$ cat src/rtl/accum_8bit_seq.sv
// Sequential 8-bit accumulator fed by an upstream adder's Sum output.
// Define ACCUM_SATURATE_EN to clamp the accumulator at 0xFF instead of wrapping.
module accum_8bit_seq #(
   parameter int LEN_W = 4
) (
   input  logic             Clk,
   input  logic             Rst_n,
   input  logic             Start,
   input  logic [LEN_W-1:0] Len,
   input  logic             In_valid,
   input  logic [7:0]       In_data,
   output logic             In_ready,
   output logic [7:0]       Sum,
   output logic             Cout,
   output logic             Done,
   output logic             Busy
);

   typedef enum logic [1:0] {
      IDLE  = 2'd0,
      ACCUM = 2'd1,
      DONE  = 2'd2
   } state_t;

   state_t           state;
   state_t           state_nx;
   logic [7:0]       acc;
   logic [7:0]       acc_beat;
   logic             cout_q;
   logic [LEN_W-1:0] cnt;
   logic [8:0]       sum9;
   logic             beat;
   logic             start_ok;
   logic             last_beat;

   assign beat      = In_valid & In_ready;
   assign start_ok  = (state == IDLE) & Start;
   assign last_beat = beat & (cnt == LEN_W'(1));
   assign sum9      = {1'b0, acc} + {1'b0, In_data};

   always_comb begin
`ifdef ACCUM_SATURATE_EN
      // once clamped, the accumulator never leaves 0xFF for the rest of the run
      acc_beat = (sum9[8] || acc == 8'hFF) ? 8'hFF : sum9[7:0];
`else
      acc_beat = sum9[7:0];
`endif
   end

   always_ff @(posedge Clk or negedge Rst_n) begin
      if (!Rst_n) begin
         state <= IDLE;
      end else begin
         state <= state_nx;
      end
   end

   always_comb begin
      state_nx = state;
      unique case (state)
         IDLE: begin
            if (Start) begin
               state_nx = (Len == '0) ? DONE : ACCUM;
            end
         end
         ACCUM: begin
            if (last_beat) begin
               state_nx = DONE;
            end
         end
         DONE:    state_nx = IDLE;
         default: state_nx = IDLE;
      endcase
   end

   always_comb begin
      In_ready = 1'b0;
      Busy     = 1'b0;
      Done     = 1'b0;
      unique case (state)
         IDLE: begin
            In_ready = 1'b0;
         end
         ACCUM: begin
            In_ready = 1'b1;
            Busy     = 1'b1;
         end
         DONE: begin
            Done = 1'b1;
            Busy = 1'b1;
         end
         default: begin
            In_ready = 1'b0;
         end
      endcase
   end

   always_ff @(posedge Clk or negedge Rst_n) begin
      if (!Rst_n) begin
         acc    <= 8'h00;
         cout_q <= 1'b0;
         cnt    <= '0;
      end else if (start_ok) begin
         acc    <= 8'h00;
         cout_q <= 1'b0;
         cnt    <= Len;
      end else if (beat) begin
         acc    <= acc_beat;
         cout_q <= cout_q | sum9[8];
         cnt    <= cnt - LEN_W'(1);
      end
   end

   assign Sum  = acc;
   assign Cout = cout_q;

endmodule

$ cat config.mk
export PLATFORM = sky130hd
export DESIGN_NAME = accum_8bit_seq
export DESIGN_NICKNAME = d
export VERILOG_FILES = /design/src/rtl/accum_8bit_seq.sv
export SDC_FILE = /design/constraint.sdc
export NUM_CORES = 1
export LEC_CHECK = 0
export ABC_AREA = 0
export CORE_MARGIN = 4
export CORE_UTILIZATION = 48
export DETAILED_ROUTE_END_ITERATION = 10
export PLACE_DENSITY = 0.79
export RECOVER_POWER = 25
export SLEW_MARGIN = 20
export SYNTH_ARGS = -nofsm -noshare
export SYNTH_HDL_FRONTEND = slang
export SYNTH_SLANG_ARGS = --single-unit
$ cat constraint.sdc
create_clock -name Clk -period 2.8 [get_ports Clk]
set_clock_uncertainty 0.2 [all_clocks]
set_input_delay 0.7 -clock Clk [delete_from_list [all_inputs] [get_ports Clk]]
set_output_delay 0.7 -clock Clk [all_outputs]
set_load 0.01 [all_outputs]
==> results of run 1 <==
[power by group through the flow]
stage	Clock, mW	Combinational [mW]	Sequential [mW]
2_1_floorplan	0	0.512	0.411
3_3_place_gp	0	0.841	0.394
3_5_place_dp	0	0.869	0.401
4_1_cts	0.136	0.875	0.396
5_1_grt	0.140	0.992	0.413
6_report	0.134	0.883	0.394
[worst max-delay path, delay by kind of cell]
| kind | cells | cell delay [ns] |
|---|---|---|
| AND/OR/NAND/NOR | 2 | 0.47 |
| buffers and inverters | 2 | 0.52 |
| adder cells (fa/ha/maj) | 2 | 0.57 |
| AO/OA/AOI/OAI | 2 | 0.43 |
[sequential cells by signal, indices dropped and copies added (netlist names)]
signal  count
state       2
Sum         8
cnt         4
Cout        1
[cell usage after synthesis, types with 2 or more instances]
cell type,instances
nand3_1,3
dfrtp_1,15
a21oi_1,11
or4_1,2
o21ai_1,6
clkbuf_1,4
a32o_1,2
ha_1,13
o21ai_0,3
nand2_1,12
a211oi_1,2
xnor2_1,2
nor2_1,9
inv_1,11
nor4_1,2
xor2_1,2
a2111oi_0,2
and2_1,2
[layout make-up]
class	count	area, µm²
fillers	183	727
multi-input cells	94	678
flip-flops and latches	15	375
repair buffers	32	308
inverters	11	41.3
well taps	28	35.0
clock buffers	4	26.3
[kinds of logic (layout without fill, tap and decap cells)]
family	after synthesis	count (layout)
fa+ha+maj	14	14
flops	15	15
compound gates	36	36
simple gates	39	39
xor+xnor	4	4
mux	1	1
buf+inv	15	47
[routing by layer]
metal / share of wire [%] / routed length [µm]
met2: 54 / 1400
met3: 4.0 / 105
met4: 1.8 / 46
met5: 0 / 0
met1: 40 / 1050
[final timing paths]
kind,from,to,slack [ns],cells past startpoint
max,In_data[0],Sum[6],0.10,8
min,Sum[6],Sum[6],0.33,2
max reg2reg,Sum[0],Sum[6],0.58,7
min reg2reg,Sum[6],Sum[6],0.33,2
max in group asynchronous,Rst_n,Sum[1],1.26,1
min in group asynchronous,Rst_n,Sum[6],0.69,1
[timing repair]
item | 4_1_cts | 5_1_grt
endpoints found under the setup margin | 0 | 2
gates resized for setup | 0 | 4
hold endpoints to repair | 0 | 0
[stage by stage]
step	setup slack, ns	instances	area (µm²)
floorplan	0.390	124	1090
global placement	-0.167	180	1420
detailed placement	-0.215	180	1420
CTS	0.0572	184	1450
global route	0.0197	184	1460
finish	0.101	184	1460
==> results.json, run 1 <==
{
  "wl_per_cell_um": 14.1,
  "final_util_pct": 66.8,
  "cts.reportedPaths.clkPinSlew_ns": 0.10,
  "finalSetupViolations": 0,
  "synth-seq-cells": 15,
  "peakVddDrop_mv": 0.646,
  "hold_viol_final": 0,
  "diodes": 0,
  "worstMarginPinSlew_ns": 0.714,
  "p_sw_mw": 0.597,
  "grt_use_met2_pct": 32.9,
  "grt_max_degree": 16,
  "synth_compound_area_share_pct": 21.4,
  "yosysWarnings": 0,
  "synth_edf_count": 0,
  "rsz0062_at_grt": "false",
  "synthFlopType": "dfrtp_1",
  "synth_top_area_share_pct": 34.3,
  "pin_count": 28,
  "syn_nets": 154,
  "slowest_delay_ns": 0.46,
  "die_area_um2": 3110,
  "outcome": "finished, final reports clean",
  "syn_avg_cell_area_um2": 8.83,
  "fp.dieW_um": 55.8,
  "crit_type": "in2reg",
  "grt_pass1_vias": 1090,
  "cts_tree": "yes",
  "synth_xor_area_share_pct": 3.20,
  "synth_area_leaders": "dfrtp_1 34%, ha_1 15%, a21oi_1 5.0%",
  "slowest_stage": "clkdlybuf4s50_1",
  "power.leakage_nw": 0.647,
  "synthCells": 124,
  "rows": 17,
  "first_iter_violations": 15,
  "grt_first_pass_wirelength_mm": 4.57,
  "cts_htree_levels": 1,
  "num_vias": 1069,
  "power.share.combinational_pct": 62.6,
  "use_met3_pct": 2.78,
  "cp_max_fo": 3,
  "grt-ovfl-total": 0,
  "clock_sinks": 15,
  "use_met1_pct": 20.9,
  "swShare_pct": 42.3,
  "final_layout_size_suffix_gt1_share_pct": 8.33,
  "dr.pass1.iters": 4,
  "drc": 0,
  "gp_congestion": 0.836,
  "fmax_ghz": 0.371,
  "drv_slew": 0,
  "routed_wl_mm": 2.59,
  "die_h_um": 55.8,
  "critPathRequiredTime_ns": 2.79,
  "cts_setup_buffers": 0,
  "synthArstFlopShare_pct": 100,
  "drtAntennaViolNets": 0,
  "max_slew_margin_pct": 52.3,
  "p_seq_share_pct": 28.0,
  "cts_inserted_buffers": 3,
  "powerDensity_nw_per_um2": 964,
  "core_area_um2": 2190,
  "synth_top_family_by_area": "compound AO/OA/AOI/OAI gates",
  "synthAdderAreaFrac_pct": 16.7,
  "netlist_area_um2": 1090,
  "io_buffers": 27,
  "vias_per_cell": 5.81,
  "clockBufferDepth": 2,
  "hp-class": "reg2reg",
  "yosysUniqueCellTypes": 39,
  "layout.cells.most_common": "clkdlybuf4s50_1",
  "worst_setup_path_end_kind": "flip-flop",
  "start_kind": "input port",
  "layout_min_cycle_time_ns": 2.70,
  "yosysSeqAreaShare_pct": 34.3,
  "muxShareOfSynthArea_pct": 0.914,
  "synth-simple-area-share_pct": 18.4,
  "grt_most_used_layer": "met2",
  "finalPower_mw": 1.41,
  "start_util_pct": 50.0,
  "clock_power_share_pct": 9.5,
  "antenna_found_initial": 0,
  "clk_latency_ns": 0.29,
  "synth_top_area_cell": "dfrtp_1",
  "crit_chain": "clkdlybuf4s50_1, ha_2, inv_1, fa_1, and2b_1, o2111ai_2, and4_1, o41ai_1",
  "maxCapViolations": 0,
  "fin_crit_sh_pct": 96.4,
  "nNetsFinal": 187,
  "arrival_ns": 2.69,
  "p_int_mw": 0.814,
  "final_cell_mix": "26 x clkdlybuf4s50_1, 15 x dfrtp_1, 12 x nand2_1, 12 x ha_1",
  "clockRootBuffer": "clkbuf_4",
  "setup_tns_ns": 0,
  "whs_ns": 0.329,
  "hpwl_mm": 2.06,
  "area_growth_pct": 33.7,
  "cts_hold_buffers": 0,
  "grt_usage_pct": 18.2
}
Power figures use the tool's default switching activity.
==> inputs of run 2 (changes only) <==
--- a/config.mk
+++ b/config.mk
@@ -8,9 +8,11 @@
 export ABC_AREA = 0
 export CORE_MARGIN = 4
 export CORE_UTILIZATION = 48
+export CTS_CLUSTER_DIAMETER = 120
 export DETAILED_ROUTE_END_ITERATION = 10
 export PLACE_DENSITY = 0.79
 export RECOVER_POWER = 25
+export REMOVE_ABC_BUFFERS = 1
 export SLEW_MARGIN = 20
 export SYNTH_ARGS = -nofsm -noshare
 export SYNTH_HDL_FRONTEND = slang
==> run 2 against run 1 <==
Non-clock buffer count is 2 higher; hold slack worse by 0.012 ns; sequential power hardly changed; setup slack better by 0.053 ns; largest cell class unchanged; critical endpoint unchanged; sequential share of layout area is 0.15 points lower; power is 0.27% higher; via count is 2.8% lower; global-route usage is 1.0 points lower.
==> results.json, run 2 (synthesized netlist as in run 1, its figures left out) <==
{
  "grt_usage_pct": 17.2,
  "fin_crit_sh_pct": 94.5,
  "drtAntennaViolNets": 0,
  "peakVddDrop_mv": 0.690,
  "grt_first_pass_wirelength_mm": 4.40,
  "power.leakage_nw": 0.664,
  "finalSetupViolations": 0,
  "pin_count": 28,
  "slowest_stage": "clkdlybuf4s50_1",
  "drv_slew": 0,
  "hpwl_mm": 2.05,
  "grt_pass1_vias": 1059,
  "start_kind": "input port",
  "min_to": "Sum[7]",
  "rows": 17,
  "setup_tns_ns": 0,
  "path_delay_family": "buffers and inverters",
  "vias_per_cell": 5.59,
  "slowest_delay_ns": 0.46,
  "fp.dieW_um": 55.8,
  "num_vias": 1039,
  "worst_setup_path_end_kind": "flip-flop",
  "r2r_slack_ns": 0.62,
  "holdPathStages": 2,
  "rsz0062_at_grt": "false",
  "layout_min_cycle_time_ns": 2.65,
  "cp_max_fo": 3,
  "final_cell_mix": "26 x clkdlybuf4s50_1, 15 x dfrtp_1, 13 x ha_1, 12 x nand2_1",
  "nNetsFinal": 189,
  "min-delay-start": "Sum[7]",
  "area_growth_pct": 34.5,
  "crit_type": "in2reg",
  "maxCapViolations": 0,
  "cts.reportedPaths.clkPinSlew_ns": 0.09,
  "diodes": 0,
  "core_area_um2": 2190,
  "dr.pass1.iters": 4,
  "worstRegToRegCells": 8,
  "drc": 0,
  "clockBufferDepth": 2,
  "hold_viol_final": 0,
  "final_layout_size_suffix_gt1_share_pct": 8.23,
  "outcome": "finished, final reports clean",
  "first_iter_violations": 18,
  "arrival_ns": 2.63,
  "timing.rr.start": "Sum[0]",
  "hp-class": "reg2reg",
  "powerDensity_nw_per_um2": 961,
  "routed_wl_mm": 2.46,
  "path_buf_inv": 2,
  "clockRootBuffer": "clkbuf_4",
  "clock_sinks": 15,
  "die_area_um2": 3110,
  "gp_congestion": 0.842,
  "final_cell_area_um2": 1470,
  "crit_chain": "clkdlybuf4s50_1, ha_1, inv_1, fa_1, and2b_1, o2111ai_1, and4_1, o41ai_2",
  "die_h_um": 55.8,
  "cts_htree_levels": 1,
  "start_util_pct": 50.0,
  "grt-ovfl-total": 0,
  "antenna_found_initial": 0,
  "fmax_ghz": 0.378,
  "max_slew_margin_pct": 53.1,
  "io_buffers": 27,
  "grt_max_degree": 16,
  "cts_setup_buffers": 0,
  "cts_tree": "yes",
  "r2r_end": "Sum[4]",
  "cts_inserted_buffers": 3,
  "clk_latency_ns": 0.27,
  "placed_area_um2": 1440,
  "wl_per_cell_um": 13.2,
  "layout.cells.most_common": "clkdlybuf4s50_1",
  "critPathRequiredTime_ns": 2.78,
  "worstMarginPinSlew_ns": 0.701,
  "fillers": 176,
  "largest_register_ffs": 8
}
[run 2: cell types whose count changed in the layout (fill, tap and decap cells not counted)]
| cell | change |
|---|---|
| a2111oi_1 | +1 |
| a2111oi_2 | -1 |
| buf_4 | +2 |
| ha_1 | +1 |
| ha_2 | -1 |
| o2111ai_1 | +1 |
| o2111ai_2 | -1 |
| o41ai_1 | -1 |
| o41ai_2 | +1 |
[run 2: tightest hold or removal path, cell delays in order, from the launching register on]
cell     delay (ns)
dfrtp_1        0.37
nand2_1        0.06
nand3_1        0.06
[run 2: area by class of cell]
cell class                 count  area [µm²]  share of cell area, %
clock buffer                   4        26.3                   1.78
inverter                      11        41.3                   2.80
multi-input combinational     94         672                   45.6
sequential                    15         375                   25.5
tap                           28        35.0                   2.38
timing repair buffer          34         323                   21.9
[run 2: repair_timing]
action	CTS	global route
hold buffers	0	0
endpoints found under the setup margin	0	2
gates resized for setup	0	2
[run 2: worst max path at each step]
stage	start	endpoint	slack, ns	cells after the start
3_3_place_gp	In_data[0]	Sum[6]	-0.13	8
2_1_floorplan	In_data[0]	Sum[6]	0.39	7
6_report	In_data[0]	Sum[6]	0.15	8
3_5_place_dp	In_data[0]	Sum[4]	-0.16	9
5_1_grt	In_data[0]	Sum[6]	0.008	8
4_1_cts	In_data[0]	Sum[4]	0.13	9
[run 2: metrics by stage]
stage / cells / total power [mW] / util [%] / hold WS, ns / worst slack [ns]
finish: 186 / 1.41 / 67.2 / 0.317 / 0.154
global route: 186 / 1.55 / 67.2 / 0.375 / 0.00845
CTS: 186 / 1.41 / 66.8 / 0.321 / 0.133
detailed placement: 182 / 1.29 / 65.6 / 0.293 / -0.160
global placement: 182 / 1.25 / 65.6 / 0.289 / -0.129
floorplan: 120 / 0.914 / - / 0.204 / 0.390
[run 2: routing by layer]
| layer | routed length, µm | global-route usage [%] | part of all wire, % |
|---|---|---|---|
| met1 | 996 | 20.0 | 41 |
| met2 | 1300 | 32.1 | 53 |
| met3 | 134 | 3.02 | 5.5 |
| met4 | 24 | 4.17 | 0.98 |
| met5 | 0 | 0 | 0 |
[run 2: report_power, final]
group	internal (mW)	switching (mW)
registers	0.315	0.0817
clock network	0.0551	0.0676
logic	0.458	0.438
total	0.828	0.587
==> inputs of run 3 (changes only) <==
--- a/config.mk
+++ b/config.mk
@@ -8,7 +8,7 @@
 export ABC_AREA = 0
 export CORE_MARGIN = 4
 export CORE_UTILIZATION = 48
-export CTS_CLUSTER_DIAMETER = 120
+export CTS_CLUSTER_DIAMETER = 200
 export DETAILED_ROUTE_END_ITERATION = 10
 export PLACE_DENSITY = 0.79
 export RECOVER_POWER = 25
==> results of run 3 <==
No change in the layout: final DEF, timing and power equal those of run 2.
